## src/rtl/pwl_phase_counter_pkg.sv

```systemverilog
// pwl_phase_counter_pkg: state type, default widths and the phase-fraction quantizer
// shared by pwl_phase_counter and pwl_phase_sampler.
// Optional feature macro: PWL_PHASE_COUNTER_FRAC_EN (enables real-valued phase sampling).
package pwl_phase_counter_pkg;

    typedef enum logic [1:0] {IDLE, ARM, MEAS, HOLD} pc_state_t;

    localparam int DEF_NCNT   = 12;
    localparam int DEF_NFRAC  = 8;
    localparam int DEF_WINDOW = 64;

`ifdef PWL_PHASE_COUNTER_FRAC_EN
    localparam real DEF_MODULO = 1.0;

    // floor(v/modulo * 2^nfrac), clamped to [0, 2^nfrac-1]
    function automatic int frac_quant(real v, real modulo, int nfrac);
        real x;
        x = v / modulo * real'(1 << nfrac);
        if (x <= 0.0) return 0;
        if (x >= real'(1 << nfrac)) return (1 << nfrac) - 1;
        return int'($floor(x));
    endfunction
`endif

endpackage

```

## src/rtl/pwl_phase_sampler.sv

```systemverilog
// pwl_phase_sampler: quantizes the integrator's residual phase to an NFRAC-bit fraction
// of one modulo cycle; the parent registers it at the clock edge that needs it.
// Ports: phase_i (real phase, present only with PWL_PHASE_COUNTER_FRAC_EN),
//        frac_o (quantized fraction, constant 0 when the macro is undefined).
module pwl_phase_sampler
    import pwl_phase_counter_pkg::*;
#(
    parameter int NFRAC = DEF_NFRAC
`ifdef PWL_PHASE_COUNTER_FRAC_EN
    , parameter real MODULO = DEF_MODULO
`endif
) (
`ifdef PWL_PHASE_COUNTER_FRAC_EN
    input  real              phase_i,
`endif
    output logic [NFRAC-1:0] frac_o
);

`ifdef PWL_PHASE_COUNTER_FRAC_EN
    assign frac_o = NFRAC'(frac_quant(phase_i, MODULO, NFRAC));
`else
    assign frac_o = '0;
`endif

endmodule

```

## src/rtl/pwl_phase_counter.sv

```systemverilog
// pwl_phase_counter: windowed frequency counter for the PWL phase integrator.
// Counts wrap rising edges over WINDOW clocks and reports Q(NCNT.NFRAC) cycles
// elapsed, with fractional correction from the phase sampled at window open/close.
// Ports: clk_i, rstb_i (async active-low), phase_i (only with PWL_PHASE_COUNTER_FRAC_EN),
//        wrap_i, start_i, ready_i; code_o, valid_o, ovf_o, busy_o.
// wrap_i is sampled by clk_i: a rising edge is seen at the first clock edge where it
// reads high after reading low, so an edge landing on a clock edge belongs to the
// window that edge closes, and one landing on the ARM edge is excluded.
module pwl_phase_counter
    import pwl_phase_counter_pkg::*;
#(
    parameter int NCNT   = DEF_NCNT,
    parameter int NFRAC  = DEF_NFRAC,
    parameter int WINDOW = DEF_WINDOW
`ifdef PWL_PHASE_COUNTER_FRAC_EN
    , parameter real MODULO = DEF_MODULO
`endif
) (
    input  logic                  clk_i,
    input  logic                  rstb_i,
`ifdef PWL_PHASE_COUNTER_FRAC_EN
    input  real                   phase_i,
`endif
    input  logic                  wrap_i,
    input  logic                  start_i,
    input  logic                  ready_i,
    output logic [NCNT+NFRAC-1:0] code_o,
    output logic                  valid_o,
    output logic                  ovf_o,
    output logic                  busy_o
);

    localparam int W  = NCNT + NFRAC;
    localparam int WW = $clog2(WINDOW + 1);

    pc_state_t       state_q, state_d;
    logic [NCNT-1:0] cnt_q, cnt_d;
    logic [WW-1:0]   win_q, win_d;
    logic [NFRAC-1:0] f0_q, f0_d, frac;
    logic [W-1:0]    code_q, code_d;
    logic            wrap_q, ovf_q, ovf_d, rise, full, done, ovf_hit;

    pwl_phase_sampler #(
        .NFRAC(NFRAC)
`ifdef PWL_PHASE_COUNTER_FRAC_EN
        , .MODULO(MODULO)
`endif
    ) u_sampler (
`ifdef PWL_PHASE_COUNTER_FRAC_EN
        .phase_i(phase_i),
`endif
        .frac_o (frac)
    );

    always_comb begin
        rise    = wrap_i & ~wrap_q;
        full    = &cnt_q;
        done    = (state_q == MEAS) && (win_q == WW'(1));
        ovf_hit = (state_q == MEAS) && rise && full;
        state_d = state_q;
        cnt_d   = cnt_q;
        win_d   = win_q;
        f0_d    = f0_q;
        ovf_d   = ovf_q | ovf_hit;
        code_d  = code_q;
        case (state_q)
            IDLE: if (start_i) begin
                state_d = ARM;
                ovf_d   = 1'b0;
            end
            ARM: begin
                f0_d    = frac;
                cnt_d   = '0;
                win_d   = WW'(WINDOW);
                state_d = MEAS;
            end
            MEAS: begin
                win_d = win_q - 1'b1;
                // saturate: the count holds at all ones once it would overflow
                if (rise && !full) cnt_d = cnt_q + 1'b1;
                if (done) begin
                    state_d = HOLD;
                    // f1 < f0 implies at least one wrap, so the borrow from n never underflows
                    code_d  = ovf_d ? '1 : {cnt_d, frac} - W'(f0_q);
                end
            end
            HOLD: if (ready_i) state_d = IDLE;
            default: state_d = IDLE;
        endcase
    end

    always_ff @(posedge clk_i or negedge rstb_i) begin
        if (!rstb_i) begin
            state_q <= IDLE;
            cnt_q   <= '0;
            win_q   <= '0;
            f0_q    <= '0;
            code_q  <= '0;
            ovf_q   <= 1'b0;
            wrap_q  <= 1'b0;
        end else begin
            state_q <= state_d;
            cnt_q   <= cnt_d;
            win_q   <= win_d;
            f0_q    <= f0_d;
            code_q  <= code_d;
            ovf_q   <= ovf_d;
            wrap_q  <= wrap_i;
        end
    end

    assign code_o  = code_q;
    assign ovf_o   = ovf_q;
    assign valid_o = (state_q == HOLD);
    assign busy_o  = (state_q == ARM) || (state_q == MEAS);

endmodule

```

## config.mk

```make
export PLATFORM = sky130hd
export DESIGN_NAME = pwl_phase_counter
export DESIGN_NICKNAME = d
export VERILOG_FILES = /design/src/rtl/pwl_phase_counter_pkg.sv /design/src/rtl/pwl_phase_sampler.sv /design/src/rtl/pwl_phase_counter.sv
export SDC_FILE = /design/constraint.sdc
export NUM_CORES = 1
export LEC_CHECK = 0
export ABC_AREA = 1
export CORE_ASPECT_RATIO = 0.8
export CORE_MARGIN = 10
export CORE_UTILIZATION = 64
export CTS_CLUSTER_SIZE = 20
export DETAILED_ROUTE_END_ITERATION = 8
export GPL_ROUTABILITY_DRIVEN = 0
export HOLD_SLACK_MARGIN = 0.05
export PLACE_DENSITY = 0.87
export SLEW_MARGIN = 20
export SYNTH_ARGS = -nofsm -noshare
export SYNTH_HDL_FRONTEND = slang
export SYNTH_HIERARCHICAL = 1
export SYNTH_SLANG_ARGS = --single-unit
```

## constraint.sdc

```tcl
create_clock -name clk_i -period 3.8 [get_ports clk_i]
set_clock_uncertainty 0.2 [all_clocks]
set_input_delay 0.76 -clock clk_i [delete_from_list [all_inputs] [get_ports clk_i]]
set_output_delay 0.76 -clock clk_i [all_outputs]
set_load 0.02 [all_outputs]
```

==> metrics.cfg, run 1 <==
[run_status]
status=finished with violations
violations=DRC

[cts]
numCtsBuffers=5
worstSkewPairLatency_ns=0.30
postCtsResizedCells=0
cts_buffer_depth=2
cts_max_level=2
cts_root_buf=clkbuf_8
cts_tree=yes
clkSlewWorstSetupHoldPaths_ns=0.09
cts.hold.buffers_added=0
clock_sinks=51
cts_setup_buffers=0

[sta]
fin_ws_ns=0.865
tns_ns=0
max_slew.worst_pin.slew_ns=0.911
rsz0062_at_grt=no
setup_viol=0
slew_headroom=0.393
fmax_mhz=341
drv_slew=0
fin_crit_sh=0.772
hold_viol_final=0
period_minus_slack_ns=2.93

[power]
power_density_nw_per_um2=400
vdd_drop_max_v=0.000255
totalPowerFinal_mw=1.47
p_leak_nw=1.76

[floorplan]
die_w_um=100
die_area_sq_um=8400
initial_utilization=0.658
io_pins=28
fp.dieH_um=84.0
rows=23
design.core.area_sq_um=4980

[run]
drv_cap=0

[routing]
ant_nets=0
drc_errors=1
wl_mm=7.44
wl_met2_mm=3.43
drt_pass1_iterations=7
vias_per_cell=5.54
top_layer_used=met4
wl_met3_um=529
vias=2865
routedWlPerCell_um=14.4
drt_iter0_drc=267
wirelength_met1_mm=3.41

[layout]
finalNetCount=476
antennaDiodeCount=0
final_core_util=0.740
area_growth_pct=12.4
fillers=379
final_cells=517
drive_gt1_frac=0.101
regArea_sq_um=1280
multi_input_area_sq_um=1680

[critical_path]
cp-end-kind=output pin
cp_max_fo=19
arrival_ns=1.97
cp.required_ns=2.84
critPathLaunchType=flip-flop
critical_path_class=reg2out

[logic_synthesis]
syn_inst=427
yosysTopAreaCellShare=0.389
synth-seq-area-share=0.389
ys_types=38
synth_area_leaders=dfrtp_1 39%, nand2_1 9.0%, inv_1 6.9%, ha_1 6.1%, nor2_1 5.3%
syn_area_sq_um=3280
synth_top_area_cell=dfrtp_1
syn_avg_cell_area_sq_um=7.68
ys_ff_latch=51
yosys_warnings=6

[global_route]
overflow=0
grt_usage=0.182
grt_max_degree=42
grt_pass1_wl_mm=12.9
first_global_vias=2815
antenna_found_initial=0

[min_path]
min_path_type=reg2reg

[placed_design]
dp_slack_ns=0.822
dpl.hpwl_mm=5.48
numPlacedInstances=509
io_buffers=27

[report_power, final]
part           switching [mW]  total, mW  internal [mW]
clock network           0.173      0.436          0.263
logic                   0.282      0.410          0.128
registers              0.0498      0.629          0.579
total                   0.505       1.47          0.970
[layer usage]
layer,vias up,track usage
li1,1407,-
met1,1353,0.242
met2,99,0.287
met3,6,0.0455
met4,0,0.0474
met5,-,0
[registers in the layout, summed over array words and instances (netlist names)]
register	cells
wrap_q	1
f0_q	8
code_o	20
state_q	2
ovf_o	1
cnt_q	12
win_q	7
[per-stage QoR]
step                hold slack [ns]  cell area [sq um]
finish                        0.306               3680
global placement              0.290               3550
detailed placement            0.288               3550
CTS                           0.311               3680
floorplan                     0.264               3300
global route                  0.356               3680
[layout by cell type (no fill, tap or decap), types with 2 or more instances in the layout]
cell	count
o21ai_1	5
o22ai_1	10
xor2_1	8
a31oi_1	4
inv_1	60
o21bai_1	4
o21ai_0	19
nor3_1	3
clkbuf_8	5
a21oi_1	26
nor2_4	4
inv_2	2
or2_2	4
conb_1	8
nor2_1	46
o21ai_2	2
buf_4	3
xnor2_1	2
ha_1	16
nand2_4	5
nand2_2	8
bufinv_16	2
clkdlybuf4s50_1	26
dfrtp_1	51
nor2_2	8
nand2_1	79
nand3_1	28
nand4_1	6
[cells in the mapped netlist]
library cell and n:
ha_1 16, o211ai_1 1, buf_4 8, buf_2 1, nand3_2 1, inv_1 60
a21oi_1 26, nand2_1 79, nand3_1 28, fa_1 1, o221ai_1 1, o22ai_1 10
xnor2_1 2, buf_12 1, xor2_1 8, nand4_1 6, a31oi_1 4, nand3b_1 1
o32ai_1 1, buf_6 1, inv_2 2, o21bai_1 4, a22oi_1 1, nor4_1 1
nor3_1 3, dfrtp_1 51, o21ai_2 2, nor2_2 8, nand2_2 8, a21oi_2 1
or2_2 4, nor2_1 46, o21ai_0 19, nor2_4 4, conb_1 1, clkbuf_1 6
nand2_4 5, o21ai_1 5
[cell families after synthesis]
family          synth area share
compound gates             0.130
xor+xnor                  0.0267
fa+ha+maj                 0.0672
buf+inv                    0.107
flops                      0.389
other cells              0.00114
simple gates               0.278
[worst max-delay path, stage by stage, from the launching register on]
cell	delay, ns
dfrtp_1	0.40
inv_1	0.10
ha_1	0.28
buf_4	0.24
clkdlybuf4s50_1	0.66
[layout make-up]
cell class                 count  share of cell area
inverter                      62              0.0632
clock buffer                   6              0.0197
tap                           62              0.0211
sequential                    51               0.346
multi-input combinational    304               0.455
timing repair buffer          30              0.0781
clock inverter                 2              0.0163
[path summary, 6_finish.rpt]
path | start | end | slack (ns) | depth (start not counted)
worst max-delay path | state_q[1] | busy_o | 0.87 | 4
worst min-delay path | code_o[11] | code_o[11] | 0.31 | 2
worst max register to register | cnt_q[0] | code_o[15] | 1.03 | 14
worst min register to register | code_o[11] | code_o[11] | 0.31 | 2
max in group asynchronous | rstb_i | f0_q[3] | 2.32 | 2
min in group asynchronous | rstb_i | cnt_q[8] | 0.39 | 1
No activity file was read; power rests on OpenSTA's default activity.
==> run 2: changes to the inputs <==
--- a/config.mk
+++ b/config.mk
@@ -8,12 +8,12 @@
 export ABC_AREA = 1
 export CORE_ASPECT_RATIO = 0.8
 export CORE_MARGIN = 10
-export CORE_UTILIZATION = 64
+export CORE_UTILIZATION = 59
 export CTS_CLUSTER_SIZE = 20
 export DETAILED_ROUTE_END_ITERATION = 8
 export GPL_ROUTABILITY_DRIVEN = 0
 export HOLD_SLACK_MARGIN = 0.05
-export PLACE_DENSITY = 0.87
+export PLACE_DENSITY = 0.81
 export SLEW_MARGIN = 20
 export SYNTH_ARGS = -nofsm -noshare
 export SYNTH_HDL_FRONTEND = slang
==> constraint.sdc (replaced) <==
create_clock -name clk_i -period 3.1 [get_ports clk_i]
set_clock_uncertainty 0.2 [all_clocks]
set_input_delay 0.62 -clock clk_i [delete_from_list [all_inputs] [get_ports clk_i]]
set_output_delay 0.62 -clock clk_i [all_outputs]
set_load 0.02 [all_outputs]
==> metrics.cfg, run 2 (synthesized netlist as in run 1, its figures left out) <==
[run_status]
status=complete, no violations

[cts]
clkSlewWorstSetupHoldPaths_ns=0.10
cts_setup_buffers=0
cts.hold.buffers_added=0
clock_sinks=51
cts_tree=yes
cts_max_level=2
numCtsBuffers=5
worstSkewPairLatency_ns=0.31
cts_buffer_depth=2
postCtsResizedCells=0
cts_root_buf=clkbuf_8

[placed_design]
dp_slack_ns=-0.0204
io_buffers=27
numPlacedInstances=511
dpl.hpwl_mm=5.26

[sta]
slew_headroom=0.601
setup_viol=0
hold_viol_final=0
fin_crit_sh=0.867
fmax_mhz=372
tns_ns=0
max_slew.worst_pin.slew_ns=0.598
period_minus_slack_ns=2.69
rsz0062_at_grt=no
fin_ws_ns=0.413
drv_slew=0

[routing]
vias=2762
wl_mm=6.96
vias_per_cell=5.32
drt_iter0_drc=131
routedWlPerCell_um=13.4
drt_pass1_iterations=4
ant_nets=0
drc_errors=0

[global_route]
grt_busiest_layer=met2
antenna_found_initial=0
grt_pass1_wl_mm=12.2
grt_use_met3=0.0422
grt_max_degree=52
grt_usage=0.167
grt_util_met1=0.223
first_global_vias=2710
overflow=0
groute.layer.met2.usage=0.267

[critical_path]
arrival_ns=2.71
critical_path_class=reg2reg
critPathLaunchType=flip-flop
cp_max_fo=13
cp.required_ns=3.12
cp-end-kind=flip-flop

[layout]
final_common_cell=nand2_1
drive_gt1_frac=0.101
final_cell_mix=79 x nand2_1, 60 x inv_1, 51 x dfrtp_1
antennaDiodeCount=0
finalNetCount=475
area_growth_pct=11.3
final_core_util=0.675
fillers=447
largest_reg_flops=20
final_cells=519

[power]
vdd_drop_max_v=0.000237
power_density_nw_per_um2=449
p_leak_nw=1.74
totalPowerFinal_mw=1.64

[floorplan]
fp.dieH_um=86.7
die_area_sq_um=8960
rows=24
die_w_um=103
io_pins=28
initial_utilization=0.606
design.core.area_sq_um=5410

[run]
drv_cap=0

[min_path]
min_path_type=in2async

[run 2: cell types whose count changed in the layout (fill, tap and decap cells not counted), sizes merged]
| cell | previous run | this run |
|---|---|---|
| clkinvlp | 0 | 1 |
| clkinv | 0 | 1 |
| buf | 4 | 3 |
| bufinv | 2 | 0 |
[run 2: layout make-up]
cell class	count	area [sq um]	share of cell area
Sequential cell	51	1280	0.350
Clock buffer	6	72.6	0.0199
Inverter	62	233	0.0638
Tap cell	65	81.3	0.0223
Timing Repair Buffer	29	293	0.0803
Clock inverter	2	12.5	0.00343
Multi-Input combinational cell	304	1680	0.460
[run 2: power by group]
part / switching, mW / internal [mW]
Clock: 0.224 / 0.158
Sequential: 0.0612 / 0.709
Combinational: 0.328 / 0.159
Total: 0.612 / 1.03
[run 2: per-stage QoR]
| step | hold slack [ns] | instance area, sq um |
|---|---|---|
| 4_1_cts | 0.0948 | 3640 |
| 5_1_grt | 0.0883 | 3650 |
| 6_report | 0.0730 | 3650 |
| 2_1_floorplan | 0.124 | 3300 |
| 3_5_place_dp | 0.277 | 3560 |
| 3_3_place_gp | 0.275 | 3560 |
[run 2: worst paths after layout]
check	from	to	slack, ns	depth (start not counted)
worst max register to register	cnt_q[0]	code_o[17]	0.41	16
min in group clk_i	code_o[13]	code_o[13]	0.30	2
max in group asynchronous	rstb_i	f0_q[4]	2.39	2
worst min register to register	code_o[13]	code_o[13]	0.30	2
worst max-delay path	cnt_q[0]	code_o[17]	0.41	16
worst min-delay path	rstb_i	code_o[18]	0.07	2
[run 2: per-layer routing]
metal,up-vias,share of wire
li1,1414,-
met1,1284,0.47
met2,56,0.46
met3,8,0.056
met4,0,0.0099
met5,-,0
[run 2: critical path: stages, from the launching register on]
cell and delay, ns:
dfrtp_1 0.48, ha_1 0.35, nand3_2 0.16, nor2_4 0.19
nand2_4 0.09, nand2_4 0.18, inv_2 0.10, nand2_1 0.07
nand2_1 0.08, inv_1 0.12, nand2_1 0.08, nor2_2 0.16
nand2_1 0.08, nand2_1 0.06, nand3_1 0.07, nand2_1 0.08
inv_1 0.03
==> run 3: changes to the inputs <==
--- a/config.mk
+++ b/config.mk
@@ -6,14 +6,16 @@
 export NUM_CORES = 1
 export LEC_CHECK = 0
 export ABC_AREA = 1
+export CELL_PAD_IN_SITES_DETAIL_PLACEMENT = 0
+export CELL_PAD_IN_SITES_GLOBAL_PLACEMENT = 1
 export CORE_ASPECT_RATIO = 0.8
 export CORE_MARGIN = 10
-export CORE_UTILIZATION = 59
+export CORE_UTILIZATION = 44
 export CTS_CLUSTER_SIZE = 20
 export DETAILED_ROUTE_END_ITERATION = 8
 export GPL_ROUTABILITY_DRIVEN = 0
 export HOLD_SLACK_MARGIN = 0.05
-export PLACE_DENSITY = 0.81
+export PLACE_DENSITY_LB_ADDON = 0.1
 export SLEW_MARGIN = 20
 export SYNTH_ARGS = -nofsm -noshare
 export SYNTH_HDL_FRONTEND = slang
==> metrics.cfg, run 3 (synthesized netlist as in run 1, its figures left out) <==
[cts]
postCtsResizedCells=0
numCtsBuffers=5
cts_max_level=2
worstSkewPairLatency_ns=0.31
cts_setup_buffers=0
cts.hold.buffers_added=0
cts_tree=yes
cts_buffer_depth=2
clkSlewWorstSetupHoldPaths_ns=0.10
cts_root_buf=clkbuf_8
clock_sinks=51

[layout]
final_cells=546
fillers=730
final_cell_mix=79 x nand2_1, 60 x inv_1, 51 x dfrtp_1
antennaDiodeCount=0
fin_area_sq_um=3710
drive_gt1_frac=0.105
final_common_cell=nand2_1
area_growth_pct=13.3
largest_reg_flops=20
finalNetCount=477

[global_route]
first_global_vias=2605
antenna_found_initial=0
grt_pass1_wl_mm=12.8
grt_usage=0.138
grt_max_degree=52
overflow=0

[floorplan]
initial_utilization=0.448
design.core.area_sq_um=7320
die_w_um=117
die_area_sq_um=11300
fp.dieH_um=97.2
rows=28
io_pins=28

[routing]
vias_per_cell=5.02
vias=2742
drc_errors=0
routedWlPerCell_um=14.0
drt_pass1_iterations=4
drt_iter0_drc=112
ant_nets=0
wl_mm=7.65

[placed_design]
io_buffers=27
post_dp_cell_area_sq_um=3590
dpl.hpwl_mm=5.81
numPlacedInstances=538

[power]
comb_power_share=0.276
switching_share=0.358
vdd_drop_max_v=0.000256
power_density_nw_per_um2=475
internal_power_mw=1.13
p_leak_nw=1.76
pwr-share-seq=0.439
switching_power_uw=632
pwr-share-clk=0.285
totalPowerFinal_mw=1.77

[sta]
fmax_mhz=368
setup_viol=0
period_minus_slack_ns=2.71
tns_ns=0
rsz0062_at_grt=no
drv_slew=0
max_slew.worst_pin.slew_ns=0.649
hold_viol_final=0
slew_headroom=0.567
fin_crit_sh=0.876

[critical_path]
arrival_ns=2.73
cp-end-kind=flip-flop
critPathLaunchType=flip-flop
critical_path_class=reg2reg
cp.required_ns=3.12
cp_max_fo=13

[run]
drv_cap=0

[run_status]
status=complete, no violations

[min_path]
min_path_type=in2async

[run 3: critical path, cell delays in order (launching register included)]
cell and delay (ns):
dfrtp_1 0.50, ha_1 0.33, nand3_2 0.16, nor2_4 0.20, nand2_4 0.09, nand2_4 0.18
inv_2 0.10, nand2_1 0.07, nand2_1 0.07, nor2_1 0.19, nand2_2 0.12, nor2_4 0.14
nand2_1 0.06, nand2_1 0.05, nand3_1 0.06, nand2_1 0.06, inv_1 0.04
[run 3: area by class of cell]
type	count	area, sq um	area share
Multi-Input combinational cell	304	1680	0.451
Sequential cell	51	1280	0.344
Timing Repair Buffer	31	295	0.0795
Inverter	62	233	0.0626
Tap cell	90	113	0.0303
Clock buffer	6	82.6	0.0222
Clock inverter	2	38.8	0.0104
[run 3: path summary, 6_finish.rpt]
check | from | endpoint | slack (ns) | cells after the start
max reg2reg | cnt_q[0] | code_o[19] | 0.39 | 16
min | rstb_i | cnt_q[2] | 0.22 | 2
max in group asynchronous | rstb_i | state_q[1] | 2.06 | 2
min reg2reg | code_o[13] | code_o[13] | 0.30 | 2
max | cnt_q[0] | code_o[19] | 0.39 | 16
min in group clk_i | code_o[13] | code_o[13] | 0.30 | 2
[run 3: through the flow]
stage / setup WS [ns] / util / hold WS [ns]
global placement: 0.345 / 0.491 / 0.292
detailed placement: 0.331 / 0.491 / 0.290
CTS: 0.415 / 0.507 / 0.247
global route: 0.152 / 0.507 / 0.274
floorplan: 0.869 / - / 0.124
finish: 0.385 / 0.507 / 0.218
[run 3: power by group through the flow]
stage                     combinational [mW]  clock, mW  sequential (mW)
final                                  0.487      0.503            0.775
after floorplan                        0.395          0            0.766
after global placement                 0.487          0            0.786
after CTS                              0.487      0.520            0.773
after detailed placement               0.485          0            0.786
after global routing                   0.550      0.541            0.783
[run 3: metal layers]
| metal | GRT usage | share of wire |
|---|---|---|
| met1 | 0.202 | 0.51 |
| met2 | 0.195 | 0.42 |
| met3 | 0.0333 | 0.065 |
| met4 | 0.0375 | 0.0099 |
| met5 | 0 | 0 |
